<file path="src/rtl/sc_speed_scheduler.sv">
`default_nettype none
// ============================================================================
// Module  : sc_speed_scheduler
// Purpose : Maps the current level to one of three tick periods and emits a
//           one-cycle load strobe at that rate (start/pause/clear control).
// Rev     : 1.0  initial release
// ============================================================================
module sc_speed_scheduler #(
  parameter int TIMER_WIDTH   = 25,
  parameter int LEVEL_WIDTH   = 8,
  parameter int LOADCNT_WIDTH = 8,
  parameter int PERIOD_0      = 17500000,
  parameter int PERIOD_1      = 15000000,
  parameter int PERIOD_2      = 12500000,
  parameter int THRESH_0      = 10,
  parameter int THRESH_1      = 32
) (
  input  logic                     SC_SPEEDSCHED_CLOCK_50,
  input  logic                     SC_SPEEDSCHED_RESET_InHigh,
  input  logic                     SC_SPEEDSCHED_START_InLow,
  input  logic                     SC_SPEEDSCHED_PAUSE_InLow,
  input  logic                     SC_SPEEDSCHED_CLEAR_InHigh,
  input  logic [LEVEL_WIDTH-1:0]   SC_SPEEDSCHED_LEVEL_In,
  output logic                     SC_SPEEDSCHED_LOAD_Out,
  output logic [1:0]               SC_SPEEDSCHED_BAND_Out,
  output logic                     SC_SPEEDSCHED_BANDCHG_Out,
  output logic [1:0]               SC_SPEEDSCHED_STATE_Out,
  output logic [LOADCNT_WIDTH-1:0] SC_SPEEDSCHED_LOADCOUNT_Out
);

  localparam logic [TIMER_WIDTH-1:0] c_PER0 = TIMER_WIDTH'(PERIOD_0);
  localparam logic [TIMER_WIDTH-1:0] c_PER1 = TIMER_WIDTH'(PERIOD_1);
  localparam logic [TIMER_WIDTH-1:0] c_PER2 = TIMER_WIDTH'(PERIOD_2);
  localparam logic [LEVEL_WIDTH:0]   c_TH0  = (LEVEL_WIDTH+1)'(THRESH_0);
  localparam logic [LEVEL_WIDTH:0]   c_TH1  = (LEVEL_WIDTH+1)'(THRESH_1);

  typedef enum logic [1:0] {
    c_IDLE  = 2'b00,
    c_RUN   = 2'b01,
    c_PAUSE = 2'b10
  } state_t;

  state_t                   r_state;
  logic [TIMER_WIDTH-1:0]   r_cnt;
  logic [TIMER_WIDTH-1:0]   r_period_lat;
  logic [1:0]               r_band_lat;
  logic                     r_load;
  logic                     r_bandchg;
  logic [LOADCNT_WIDTH-1:0] r_loadcnt;
  logic                     r_start_q;
  logic                     r_armed;

  logic [1:0]             w_band_sel;
  logic [TIMER_WIDTH-1:0] w_period_sel;
  logic                   w_start_edge;
  logic                   w_term;

  always_comb begin
    w_band_sel   = 2'd2;
    w_period_sel = c_PER2;
    if ({1'b0, SC_SPEEDSCHED_LEVEL_In} <= c_TH0) begin
      w_band_sel   = 2'd0;
      w_period_sel = c_PER0;
    end else if ({1'b0, SC_SPEEDSCHED_LEVEL_In} <= c_TH1) begin
      w_band_sel   = 2'd1;
      w_period_sel = c_PER1;
    end
  end

  // r_armed blocks a start that was already held low when reset released.
  assign w_start_edge = r_armed & r_start_q & ~SC_SPEEDSCHED_START_InLow;
  assign w_term       = (r_cnt == (r_period_lat - TIMER_WIDTH'(1)));

  always_ff @(posedge SC_SPEEDSCHED_CLOCK_50 or posedge SC_SPEEDSCHED_RESET_InHigh) begin
    if (SC_SPEEDSCHED_RESET_InHigh) begin
      r_state      <= c_IDLE;
      r_cnt        <= '0;
      r_period_lat <= c_PER0;
      r_band_lat   <= 2'd0;
      r_load       <= 1'b0;
      r_bandchg    <= 1'b0;
      r_loadcnt    <= '0;
      r_start_q    <= 1'b1;
      r_armed      <= 1'b0;
    end else begin
      r_start_q <= SC_SPEEDSCHED_START_InLow;
      if (SC_SPEEDSCHED_START_InLow) r_armed <= 1'b1;
      r_load    <= 1'b0;
      r_bandchg <= 1'b0;
      if (SC_SPEEDSCHED_CLEAR_InHigh) begin
        r_state   <= c_IDLE;
        r_cnt     <= '0;
        r_loadcnt <= '0;
      end else begin
        case (r_state)
          c_IDLE: begin
            r_cnt <= '0;
            if (w_start_edge) begin
              r_state      <= c_RUN;
              r_band_lat   <= w_band_sel;
              r_period_lat <= w_period_sel;
            end
          end
          c_RUN: begin
            if (!SC_SPEEDSCHED_PAUSE_InLow) begin
              r_state <= c_PAUSE;
            end else if (w_term) begin
              // Band/period are only re-sampled here so a running period is never altered.
              r_load       <= 1'b1;
              r_cnt        <= '0;
              r_loadcnt    <= r_loadcnt + LOADCNT_WIDTH'(1);
              r_band_lat   <= w_band_sel;
              r_period_lat <= w_period_sel;
              r_bandchg    <= (w_band_sel != r_band_lat);
            end else begin
              r_cnt <= r_cnt + TIMER_WIDTH'(1);
            end
          end
          c_PAUSE: begin
            if (SC_SPEEDSCHED_PAUSE_InLow) r_state <= c_RUN;
          end
          default: r_state <= c_IDLE;
        endcase
      end
    end
  end

  assign SC_SPEEDSCHED_LOAD_Out      = r_load;
  assign SC_SPEEDSCHED_BAND_Out      = r_band_lat;
  assign SC_SPEEDSCHED_BANDCHG_Out   = r_bandchg;
  assign SC_SPEEDSCHED_STATE_Out     = r_state;
  assign SC_SPEEDSCHED_LOADCOUNT_Out = r_loadcnt;

endmodule
`default_nettype wire
</file>
<file path="config.mk">
export PLATFORM = sky130hd
export DESIGN_NAME = sc_speed_scheduler
export DESIGN_NICKNAME = d
export VERILOG_FILES = /design/src/rtl/sc_speed_scheduler.sv
export SDC_FILE = /design/constraint.sdc
export NUM_CORES = 1
export LEC_CHECK = 0
export ABC_AREA = 1
export BUFFER_PORTS_ARGS = -buffer_cell sky130_fd_sc_hd__buf_2
export CAP_MARGIN = 5
export CORE_ASPECT_RATIO = 0.75
export CORE_MARGIN = 1.5
export CORE_UTILIZATION = 65
export CTS_CLUSTER_SIZE = 40
export DETAILED_ROUTE_END_ITERATION = 8
export PLACE_DENSITY = 0.93
export SYNTH_ARGS = -nofsm -noshare
export SYNTH_HDL_FRONTEND = slang
export SYNTH_SLANG_ARGS = --single-unit
export TNS_END_PERCENT = 100
</file>
<file path="constraint.sdc">
create_clock -name SC_SPEEDSCHED_CLOCK_50 -period 5.19 [get_ports SC_SPEEDSCHED_CLOCK_50]
set_clock_uncertainty 0.15 [all_clocks]
set_input_delay 0.2595 -clock SC_SPEEDSCHED_CLOCK_50 [delete_from_list [all_inputs] [get_ports SC_SPEEDSCHED_CLOCK_50]]
set_output_delay 0.2595 -clock SC_SPEEDSCHED_CLOCK_50 [all_outputs]
set_load 0.005 [all_outputs]
</file>
**Yosys cells after proc, flatten, opt, wreduce, memory -nomap -nowiden**

Cells that the tools add are included.
W data, S select, Z words.

- Register bits: 66
- Word-level logic and storage cells: 72

- Equality and inequality tests: 11
- Reduce and logical (&&, ||, !) cells: 10
- Order comparisons: 2
- Add/subtract/negate cells: 3
- Bitwise gates (word level): 4
- Muxes and demuxes: 33

Operators by type and width:

| cell | count |
|---|---|
| $mux W25 | 7 |
| $pmux W25 S2 | 2 |
| $mux W8 | 4 |
| $add A25 B1 Y25 const B | 1 |
| $eq A25 B25 Y1 | 1 |
| $sub A25 B1 Y25 const B | 1 |
| $mux W23 | 1 |
| $mux W2 | 9 |
| $ne A3 B3 Y1 const B | 4 |
| $add A8 B1 Y8 const B | 1 |
| $le A8 B4 Y1 const B | 1 |
| $le A8 B6 Y1 const B | 1 |
| $mux W1 | 8 |
| $reduce_bool A2 Y1 | 4 |
| $ne A2 B2 Y1 const B | 3 |
| $pmux W2 S3 | 1 |
| $reduce_and A3 Y1 | 2 |
| $reduce_and A5 Y1 | 1 |
| $pmux W2 S2 | 1 |
| $reduce_bool A3 Y1 | 1 |
| $and A1 B1 Y1 | 2 |
| $eq A2 B1 Y1 const B | 1 |
| $eq A2 B2 Y1 const B | 1 |
| $logic_not A2 Y1 | 1 |
| other kinds (3) | 4 |

**Logic depth before layout (Yosys ltp)**

Gate-level depths: netlist (run 1).

- Depth after elaboration: 8
- Gate-level depth with buffers: 17
- Depth with buffers taken out: 17

**Worst setup path before layout (run 1)**

OpenSTA, ideal clock, no wires.

- Path kind: register to register
- From: register r_period_lat[19]
- To: register r_cnt[0]
- Required time: 4915 ps
- Setup slack: 2890 ps
- Arrival: 2025 ps
- Period minus slack after synthesis: 2300 ps
- Stages on the path, launching flop included: 16
- Buffers on the path: 1
- Cell sequence: dfstp_2 inv_2 ha_1 nand2_1 inv_1 nor2_1 nand2_1 nor2_1 nand2_1 nor2_1 nand3_1 nor2_4 nand4_4 nand3_4 buf_12 a21oi_4

- Cells in the longest elaborated chain, start to end: 6

RTL lines:

| what | line | source |
|---|---|---|
| from (decl) | 45 | `logic [TIMER_WIDTH-1:0] r_period_lat;` |
| from (signal assigned) | 78 | `r_period_lat <= c_PER0;` |
| from (signal assigned) | 101 | `r_period_lat <= w_period_sel;` |
| from (signal assigned) | 113 | `r_period_lat <= w_period_sel;` |
| $sub A25 B1 Y25 | 72 | `assign w_term = (r_cnt == (r_period_lat - TIMER_WIDTH'(1)));` |
| $eq A25 B25 Y1 | 72 |  |
| $mux W25 | 107 | `end else if (w_term) begin` |
| $mux W25 | 105 | `if (!SC_SPEEDSCHED_PAUSE_InLow) begin` |
| $pmux W25 S2 | 95 | `case (r_state)` |
| $mux W25 | 90 | `if (SC_SPEEDSCHED_CLEAR_InHigh) begin` |
| to (signal assigned) | 116 | `r_cnt <= r_cnt + TIMER_WIDTH'(1);` |
| to (decl) | 44 | `logic [TIMER_WIDTH-1:0] r_cnt;` |

Every way passes these cells. The select of a mux whose other input is x is not followed.
A chain may end at the register's enable or synchronous reset.

**Worst setup path after layout (run 1)**

- From: register r_period_lat[19]
- To: register r_cnt[7]

The elaborated chain is that of the path after synthesis.

==> results of run 1 <==
[worst max-delay path: cells and delay by family (launching register included)]
kind / cells / cell delay, ps
buffers and inverters: 2 / 140
AOI/OAI and AO/OA: 1 / 150
adders and majority gates: 1 / 310
DFF: 1 / 600
and+or+nand+nor: 10 / 1190
[per-layer routing]
layer | GRT usage, % | routed length [um]
met3 | 5.24 | 548
met5 | 2.02 | 0
met1 | 44.2 | 3860
met4 | 11.5 | 161
met2 | 46.1 | 3630
[per-stage QoR]
| step | area [um2] | utilization [%] |
|---|---|---|
| 3_5_place_dp | 3560 | 71.4 |
| 2_1_floorplan | 3440 | - |
| 5_1_grt | 3690 | 74.0 |
| 3_3_place_gp | 3560 | 71.4 |
| 4_1_cts | 3690 | 74.0 |
| 6_report | 3690 | 74.0 |
[final timing paths]
path / startpoint / to / slack (ps) / cells past startpoint
hold reg to reg: r_armed$_DFFE_PP0P_ / r_armed$_DFFE_PP0P_ / 340 / 1
max in group asynchronous: SC_SPEEDSCHED_RESET_InHigh / SC_SPEEDSCHED_BAND_Out[0]$_DFFE_PP0P_ / 4300 / 2
setup reg to reg: r_period_lat[19]$_DFFE_PP1P_ / r_cnt[7]$_DFFE_PP0P_ / 2490 / 14
setup / recovery: r_period_lat[19]$_DFFE_PP1P_ / r_cnt[7]$_DFFE_PP0P_ / 2490 / 14
min in group SC_SPEEDSCHED_CLOCK_50: SC_SPEEDSCHED_PAUSE_InLow / SC_SPEEDSCHED_STATE_Out[0]$_DFFE_PP0P_ / 170 / 5
hold / removal: SC_SPEEDSCHED_RESET_InHigh / SC_SPEEDSCHED_LOAD_Out$_DFF_PP0_ / 6 / 2
[area by class of cell]
class | instances | area, um2 | share of cell area, %
flip-flops and latches | 45 | 1130 | 30.7
inverters | 58 | 220 | 5.97
multi-input cells | 343 | 1980 | 53.7
repair buffers | 28 | 148 | 4.01
clock buffers | 7 | 86.3 | 2.34
well taps | 72 | 90.1 | 2.44
clock inverters | 1 | 30.0 | 0.815
[Yosys cell counts]
master / instances
buf_4: 2
nor2_1: 29
or2_1: 1
dfrtp_1: 41
nand3b_1: 6
nand2_1: 126
o21a_1: 1
a21oi_1: 2
buf_6: 2
o22ai_1: 1
or2_2: 2
nor3_1: 10
nor3_2: 1
ha_1: 3
a21oi_4: 1
buf_2: 3
and3_1: 1
inv_2: 1
nand3_2: 5
xor2_1: 25
nor2_2: 8
nor3_4: 1
o21ai_0: 10
o21bai_4: 1
nand4_2: 2
clkbuf_1: 4
o211ai_1: 2
dfstp_2: 4
nand2_4: 4
nand3_4: 1
nand4_1: 18
nor4_1: 4
nand2_2: 9
buf_12: 2
nand3_1: 37
inv_4: 1
xnor2_1: 6
inv_1: 56
o21ai_2: 19
o41ai_1: 1
nand4_4: 1
nor2_4: 5
[registers in the layout, summed over array words and instances, names as in the netlist]
register / flops
r_period_lat: 5
r_armed: 1
SC_SPEEDSCHED_STATE_Out: 2
SC_SPEEDSCHED_LOADCOUNT_Out: 8
r_cnt: 25
SC_SPEEDSCHED_BAND_Out: 1
SC_SPEEDSCHED_BANDCHG_Out: 1
r_start_q: 1
SC_SPEEDSCHED_LOAD_Out: 1
[power breakdown]
group          internal (mW)  switching [mW]  total (mW)  leakage (nW)
Clock                  0.157           0.119       0.276        0.0585
Sequential             0.391          0.0711       0.462         0.601
Combinational          0.230           0.503       0.733          1.13
Total                  0.778           0.693        1.47          1.79
[cell usage in the layout, fill, tap and decap left out, types with 4 or more instances in the layout]
cell and count:
nand3b_1 6, dfstp_2 4, o21ai_2 19, nor2_2 8, nand3_2 5, nor4_1 4
xor2_1 25, nand3_1 37, o21ai_0 10, nand2_2 9, dfrtp_1 41, nor2_1 29
inv_1 55, nand2_4 4, nor3_1 10, buf_2 26, clkbuf_8 6, xnor2_1 6
nand4_1 18, nand2_1 126, nor2_4 5
[cells by family after synthesis]
kind of cell	synth area share, %
DFF	32.9
adders and majority gates	1.09
AOI/OAI and AO/OA	8.69
xor gates and xnor gates	7.89
buffers and inverters	9.53
and+or+nand+nor	39.9
[what timing repair did]
action                     4_1_cts  5_1_grt
setup endpoints to repair        0        0
hold buffers                     1        0
hold endpoints to repair         1        0
gates resized for setup          0        0
==> impl_metrics.csv, run 1 <==
group,metric,value,unit
outcome,status,"complete, no violations",
critical_path,required,5210,ps
critical_path,crit_type,"reg -> reg",
synthesis,synthTopCellsByArea,"dfrtp_1 (30%), nand2_1 (14%), xor2_1 (6.4%), inv_1 (6.1%), nand3_1 (5.4%)",
layout,antenna_cells,0,
clock_network,cts_max_level,2,
power_and_ir_drop,ir_drop,0.000232,V
layout,drive_gt1_share,21.0,%
floorplanning,fp.dieW,87.0,um
clock_network,cts_buffers,5,
drt,vias,3160,
sta,slew_violations,0,
layout,fillCellCount,378,
synthesis,yosysTopAreaCellShare,29.8,%
layout,stdcell_count,554,
drt,detail_route.wl_per_cell,14.8,um
drt,drc,0,
sta,min_period_over_period,52.1,%
global_routing,grt-ovfl-total,0,
global_routing,grt_util_all_layers,30.7,%
place,hpwl,6.19,mm
layout,area_growth,7.17,%
sta,finalSetupViolCount,0,
critical_path,worstPathCellList,"inv_2 > ha_1 > nand2_1 > inv_1 > nor2_1 > nand2_1 > nor2_1 > nand2_1 > nor2_1 > nand3_1 > nor2_4 > nand4_4 > nand3_4 > o21ai_0",
place,routabilityCongestion,0.934,
clock_network,cts_root_buffer,"clkbuf_8",
power_and_ir_drop,p_leak,1.79,nW
drt,drt_pass1_iterations,5,
synthesis,syn_nets,475,
sta,tns,0,ps
critical_path,slowest_delay,600,ps
place,place_inst,545,
clock_network,clock_sinks,45,
synthesis,ys_seq_elements,45,
power_and_ir_drop,cellPowerDensity,399,nW/um2
clock_network,cts_tree,"yes",
synthesis,ys_types,42,
global_routing,grt_max_degree,46,
floorplanning,core_area,4980,um2
critical_path,start_kind,"flip-flop",
clock_network,path_clk_slew,80,ps
critical_path,cp-end-kind,"flip-flop",
synthesis,synth_area,3440,um2
sta,whs,5.97,ps
floorplanning,die-area,5740,um2
critical_path,slowest_stage,"dfstp_2",
place,place_ws,2530,ps
drt,drtIter0Drc,294,
sta,tightest_slew,938,ps
drt,drt_wl_total,8.19,mm
synthesis,seq_area_frac_synth,32.9,%
critical_path,arrival,2730,ps
sta,slew_headroom,37.3,%
global_routing,grt_pass1_wl,13.5,mm
clock_network,cts_buffer_depth,2,
synthesis,syn_area_per_cell,7.49,um2
clock_network,insertion_delay,310,ps
synthesis,yosysWarnings,0,
drt,final_antenna_net_count,0,
floorplanning,start_util,69.0,%
drt,avgViaCountPerCell,5.70,
power_and_ir_drop,total_power,1.47,mW
floorplanning,row_count,22,
layout,fin_nets,497,
sta,finalCriticalPeriod,2700,ps
global_routing,grt_pass1_vias,2887,
synthesis,netlist_instances,459,
global_routing,antenna_found_initial,0,
sta,rsz0062_at_grt,"no",
sta,hold_viol,0,
job,cap_viol_max_count,0,
synthesis,yosys.area.top_type,"dfrtp_1",
critical_path,worstPathMaxFanout,25,
sta,max_freq,370,MHz
place,io_buffer_count,26,
worst_hold_path,hp-class,"in -> async",
sta,setup_ws,2490,ps
clock_network,post_cts_buffers,0,
floorplanning,die_h,66.0,um
floorplanning,io_pins,27,
(Power assumes the default switching activity.)
==> run 2, diff against run 1 <==
--- a/config.mk
+++ b/config.mk
@@ -10,10 +10,10 @@
 export CAP_MARGIN = 5
 export CORE_ASPECT_RATIO = 0.75
 export CORE_MARGIN = 1.5
-export CORE_UTILIZATION = 65
+export CORE_UTILIZATION = 61
 export CTS_CLUSTER_SIZE = 40
 export DETAILED_ROUTE_END_ITERATION = 8
-export PLACE_DENSITY = 0.93
+export PLACE_DENSITY = 0.89
 export SYNTH_ARGS = -nofsm -noshare
 export SYNTH_HDL_FRONTEND = slang
 export SYNTH_SLANG_ARGS = --single-unit
==> constraint.sdc (replaced) <==
create_clock -name SC_SPEEDSCHED_CLOCK_50 -period 2.7 [get_ports SC_SPEEDSCHED_CLOCK_50]
set_clock_uncertainty 0.15 [all_clocks]
set_input_delay 0.135 -clock SC_SPEEDSCHED_CLOCK_50 [delete_from_list [all_inputs] [get_ports SC_SPEEDSCHED_CLOCK_50]]
set_output_delay 0.135 -clock SC_SPEEDSCHED_CLOCK_50 [all_outputs]
set_load 0.005 [all_outputs]
==> impl_metrics.csv, run 2 (synthesis gave the netlist of run 1 again) <==
group,metric,value,unit
layout,stdcell_count,576,
sta,whs,37.0,ps
power_and_ir_drop,total_power,3.05,mW
sta,slew_violations,0,
job,cap_viol_max_count,0,
critical_path,cp-end-kind,"flip-flop",
sta,finalCriticalPeriod,2520,ps
clock_network,cts_buffer_depth,2,
drt,drt_pass1_iterations,7,
drt,drt_wl_total,8.71,mm
sta,min_period_over_period,93.5,%
layout,top_register,"r_cnt",
drt,detail_route.wl_per_cell,15.1,um
global_routing,grt_util_all_layers,29.3,%
sta,hold_viol,0,
floorplanning,io_pins,27,
clock_network,clock_sinks,45,
sta,max_freq,396,MHz
layout,fin_nets,516,
layout,antenna_cells,0,
floorplanning,fp.dieW,89.7,um
power_and_ir_drop,cellPowerDensity,788,nW/um2
clock_network,cts_tree,"yes",
place,place_inst,557,
power_and_ir_drop,ir_drop,0.000686,V
clock_network,cts_buffers,5,
place,io_buffer_count,26,
critical_path,r2r_slack,180,ps
layout,layout_common_cells,"nand2_1 (126), inv_1 (55), dfrtp_1 (41)",
critical_path,worstPathMaxFanout,8,
floorplanning,die_h,68.0,um
sta,rsz0062_at_grt,"no",
place,hpwl,6.52,mm
place,routabilityCongestion,1.07,
global_routing,grt_pass1_vias,2922,
drt,vias,3243,
critical_path,arrival,2580,ps
floorplanning,core_area,5380,um2
clock_network,cts_root_buffer,"clkbuf_8",
layout,area_growth,12.4,%
drt,drtIter0Drc,209,
drt,final_antenna_net_count,0,
place,dpl_cell_area,3640,um2
clock_network,path_clk_slew,90,ps
drt,avgViaCountPerCell,5.63,
sta,finalSetupViolCount,0,
layout,fillCellCount,464,
critical_path,start_kind,"flip-flop",
layout,largest_reg_flops,25,
global_routing,grt-ovfl-total,0,
power_and_ir_drop,p_leak,1.88,nW
sta,slew_headroom,34.6,%
sta,tns,0,ps
floorplanning,row_count,23,
critical_path,reg2reg_from,"r_period_lat[19]$_DFFE_PP1P_",
floorplanning,start_util,63.9,%
sta,tightest_slew,975,ps
clock_network,cts_max_level,2,
worst_hold_path,hp-class,"in -> reg",
drt,drc,0,
layout,final_common_cell,"nand2_1",
critical_path,crit_type,"reg -> reg",
layout,drive_gt1_share,24.0,%
critical_path,crit_end,"SC_SPEEDSCHED_LOADCOUNT_Out[0]$_DFFE_PP0P_",
layout,design_area,3860,um2
global_routing,grt_pass1_wl,14.1,mm
critical_path,required,2760,ps
global_routing,antenna_found_initial,0,
clock_network,insertion_delay,310,ps
critical_path,r2r_cells,13,
outcome,status,"complete, no violations",
global_routing,grt_max_degree,27,
critical_path,cp-startpoint,"r_period_lat[19]$_DFFE_PP1P_",
critical_path,r2r-end,"SC_SPEEDSCHED_LOADCOUNT_Out[0]$_DFFE_PP0P_",
floorplanning,die-area,6100,um2
## run 2: changes by cell type in the layout (fill, tap and decap cells not counted), sizes merged
cell	before	now
clkinv	0	2
buf	27	44
clkbuf	7	6
dlygate4sd3	1	2
inv	58	57
nand3	43	44
## run 2: worst min path at each step
stage | cells after the start | slack, ps | startpoint | endpoint
after detailed placement | 1 | 110 | SC_SPEEDSCHED_START_InLow | r_start_q$_DFF_PP1_
after floorplan | 0 | -10 | SC_SPEEDSCHED_START_InLow | r_start_q$_DFF_PP1_
after CTS | 4 | 20 | SC_SPEEDSCHED_CLEAR_InHigh | SC_SPEEDSCHED_STATE_Out[1]$_DFFE_PP0P_
final | 4 | 40 | SC_SPEEDSCHED_CLEAR_InHigh | SC_SPEEDSCHED_STATE_Out[1]$_DFFE_PP0P_
after global routing | 4 | 40 | SC_SPEEDSCHED_CLEAR_InHigh | SC_SPEEDSCHED_STATE_Out[1]$_DFFE_PP0P_
after global placement | 1 | 100 | SC_SPEEDSCHED_START_InLow | r_start_q$_DFF_PP1_
## run 2: cell type report
type                            count  area [um2]  area share, %
Clock buffer                        6        72.6           1.88
Clock inverter                      2        38.8           1.00
Inverter                           58         220           5.70
Multi-Input combinational cell    344        2010           52.0
Sequential cell                    45        1130           29.3
Tap cell                           75        93.8           2.43
Timing Repair Buffer               46         298           7.70
## run 2: report_power, final
| group | internal [mW] | switching [mW] | total [mW] |
|---|---|---|---|
| Combinational | 0.591 | 1.09 | 1.68 |
| Clock | 0.278 | 0.251 | 0.529 |
| Sequential | 0.750 | 0.0879 | 0.838 |
## run 2: what timing repair did
item / 4_1_cts / 5_1_grt
setup endpoints to repair: 0 / 26
hold endpoints to repair: 23 / 0
hold buffers: 2 / 0
resized for setup: 0 / 3
setup buffers: 0 / 8
## run 2: through the flow
step | setup slack, ps | util, %
after global routing | 45.4 | 71.8
after floorplan | 400 | -
final | 176 | 71.8
after CTS | 160 | 70.1
after detailed placement | 191 | 67.7
after global placement | 278 | 67.7
## run 2: metal layers
metal	GRT usage [%]	vias up	wire length (um)
met1	40.5	1553	4000
li1	-	1560	-
met2	49.2	119	4080
met5	0	-	0
met4	6.94	0	78
met3	4.56	11	542
## run 2: worst max-delay path: stages, from the launching register on
cell	delay (ps)
dfstp_2	550
buf_4	150
nor2_2	70
nand3_2	150
buf_4	210
nand2_1	70
nand2_1	130
nand2_1	80
inv_1	70
nand4_1	80
nor2_1	200
nand4_2	270
nand3_1	180
nand2_1	60
==> run 3, diff against run 2 <==
--- a/config.mk
+++ b/config.mk
@@ -10,10 +10,12 @@
 export CAP_MARGIN = 5
 export CORE_ASPECT_RATIO = 0.75
 export CORE_MARGIN = 1.5
-export CORE_UTILIZATION = 61
+export CORE_UTILIZATION = 63
+export CTS_BUF_LIST = sky130_fd_sc_hd__clkbuf_4 sky130_fd_sc_hd__clkbuf_8
 export CTS_CLUSTER_SIZE = 40
 export DETAILED_ROUTE_END_ITERATION = 8
-export PLACE_DENSITY = 0.89
+export GPL_TIMING_DRIVEN = 0
+export PLACE_DENSITY = 0.91
 export SYNTH_ARGS = -nofsm -noshare
 export SYNTH_HDL_FRONTEND = slang
 export SYNTH_SLANG_ARGS = --single-unit
==> impl_metrics.csv, run 3 (synthesis gave the netlist of run 1 again) <==
group,metric,value,unit
drt,vias,3225,
critical_path,r2r-end,"SC_SPEEDSCHED_BANDCHG_Out$_DFF_PP0_",
place,place_inst,561,
clock_network,insertion_delay,300,ps
clock_network,path_clk_slew,80,ps
power_and_ir_drop,ir_drop,0.000572,V
sta,whs,28.1,ps
sta,finalSetupViolCount,0,
clock_network,cts_buffers,5,
place,hpwl,6.40,mm
outcome,status,"complete, no violations",
critical_path,r2r_slack,50,ps
critical_path,reg2reg_from,"r_period_lat[19]$_DFFE_PP1P_",
critical_path,cp-end-kind,"flip-flop",
critical_path,worstPathCellList,"inv_4 > ha_2 > nand2_1 > inv_1 > nor2_1 > nand2_1 > nor2_1 > nand2_1 > nor2_1 > nand4_1 > nor2_4 > nand3_1 > nor2_4 > o21a_1",
layout,drive_gt1_share,23.8,%
floorplanning,fp.dieW,88.3,um
critical_path,cp_num_cells,14,
sta,hold_viol,0,
clock_network,cts_tree,"yes",
floorplanning,row_count,23,
critical_path,arrival,2740,ps
layout,largest_reg_flops,25,
sta,min_period_over_period,98.1,%
sta,finalCriticalPeriod,2650,ps
drt,avgViaCountPerCell,5.60,
clock_network,cts_buffer_depth,2,
place,place_ws,-64.1,ps
layout,layout_common_cells,"nand2_1 (126), inv_1 (55), dfrtp_1 (41)",
critical_path,worstPathMaxFanout,7,
layout,antenna_cells,0,
critical_path,start_kind,"flip-flop",
global_routing,grt-ovfl-total,0,
clock_network,cts_root_buffer,"clkbuf_8",
drt,final_antenna_net_count,0,
critical_path,slowest_stage,"dfstp_2",
clock_network,clock_sinks,45,
job,cap_viol_max_count,0,
drt,detail_route.wl_per_cell,14.7,um
critical_path,crit_type,"reg -> reg",
layout,design_area,3880,um2
critical_path,crit_family,"simple AND/OR/NAND/NOR gates",
drt,drt_wl_total,8.45,mm
sta,max_freq,377,MHz
global_routing,antenna_found_initial,0,
critical_path,cp-startpoint,"r_period_lat[19]$_DFFE_PP1P_",
critical_path,required,2790,ps
layout,stdcell_count,576,
global_routing,grt_util_all_layers,30.0,%
sta,tightest_slew,1110,ps
layout,area_growth,12.8,%
power_and_ir_drop,p_leak,1.90,nW
critical_path,slowest_delay,610,ps
worst_hold_path,hp-class,"in -> reg",
power_and_ir_drop,cellPowerDensity,775,nW/um2
critical_path,cp_num_buf_inv,2,
place,dpl_cell_area,3680,um2
sta,slew_violations,0,
place,io_buffer_count,26,
floorplanning,io_pins,27,
floorplanning,core_area,5300,um2
drt,drc,0,
place,routabilityCongestion,1.03,
drt,drt_pass1_iterations,6,
sta,slew_headroom,25.7,%
sta,setup_ws,50.5,ps
global_routing,grt_max_degree,43,
floorplanning,die_h,67.0,um
clock_network,cts_max_level,2,
floorplanning,die-area,5920,um2
global_routing,grt_pass1_wl,13.3,mm
critical_path,r2r_cells,14,
global_routing,grt_pass1_vias,2802,
layout,fin_nets,516,
layout,final_common_cell,"nand2_1",
floorplanning,start_util,65.0,%
drt,drtIter0Drc,238,
critical_path,crit_end,"SC_SPEEDSCHED_BANDCHG_Out$_DFF_PP0_",
layout,top_register,"r_cnt",
==> run 3: cell count changes in the layout (fill, tap and decap cells not counted), sizes merged <==
cell	delta
buf	-3
nand3	-1
clkinv	-1
clkbuf	+5
bufinv	-1
inv	+1
==> run 3: how the worst min path moves through the flow <==
stage	slack, ps	cells past startpoint	end	from
after global placement	110	1	r_start_q$_DFF_PP1_	SC_SPEEDSCHED_START_InLow
after detailed placement	-140	2	r_period_lat[23]$_DFFE_PP0P_	SC_SPEEDSCHED_RESET_InHigh
after global routing	30	4	SC_SPEEDSCHED_STATE_Out[1]$_DFFE_PP0P_	SC_SPEEDSCHED_CLEAR_InHigh
final	30	4	SC_SPEEDSCHED_STATE_Out[1]$_DFFE_PP0P_	SC_SPEEDSCHED_CLEAR_InHigh
after floorplan	-10	0	r_start_q$_DFF_PP1_	SC_SPEEDSCHED_START_InLow
after CTS	20	4	SC_SPEEDSCHED_STATE_Out[1]$_DFFE_PP0P_	SC_SPEEDSCHED_CLEAR_InHigh
==> run 3: worst register-to-register path, delay by kind of cell, from the launching register on <==
kind,cells,cell delay (ps)
DFF,1,610
and+or+nand+nor,10,1260
buffers and inverters,2,130
adders and majority gates,1,300
AOI/OAI and AO/OA,1,140
==> run 3: layout make-up <==
type | instances | area [um2]
Sequential cell | 45 | 1130
Multi-Input combinational cell | 343 | 2010
Clock inverter | 1 | 5.00
Clock buffer | 7 | 96.3
Inverter | 58 | 223
Tap cell | 75 | 93.8
Buffer | 13 | 108
Fill cell | 441 | 1420
Timing Repair Buffer | 34 | 208
==> run 3: routing by layer <==
layer	track usage (%)	wire (um)	vias to the layer above
met5	0	0	-
met4	6.25	82	0
met3	4.58	677	13
met2	47.4	3930	140
met1	43.6	3760	1512
li1	-	-	1560
==> run 3: repair_timing <==
item / CTS / global route
hold buffers: 2 / 0
endpoints found under the hold margin: 43 / 0
pin swaps: 1 / 1
resized for setup: 1 / 7
setup buffers: 0 / 5
setup endpoints to repair: 8 / 39
==> run 3: where the power goes <==
group	switching (mW)	internal [mW]	total, mW
sequential	0.0833	0.751	0.835
combinational	1.13	0.585	1.71
clock	0.227	0.231	0.458
total	1.44	1.57	3.00
==> run 3: stage by stage <==
step	total power, mW	utilization, %	setup TNS (ps)
after floorplan	2.06	-	0
after detailed placement	2.39	69.6	-293
after global placement	2.35	69.2	0
after CTS	2.87	71.9	0
after global routing	3.20	73.3	-407
final	3.00	73.3	0
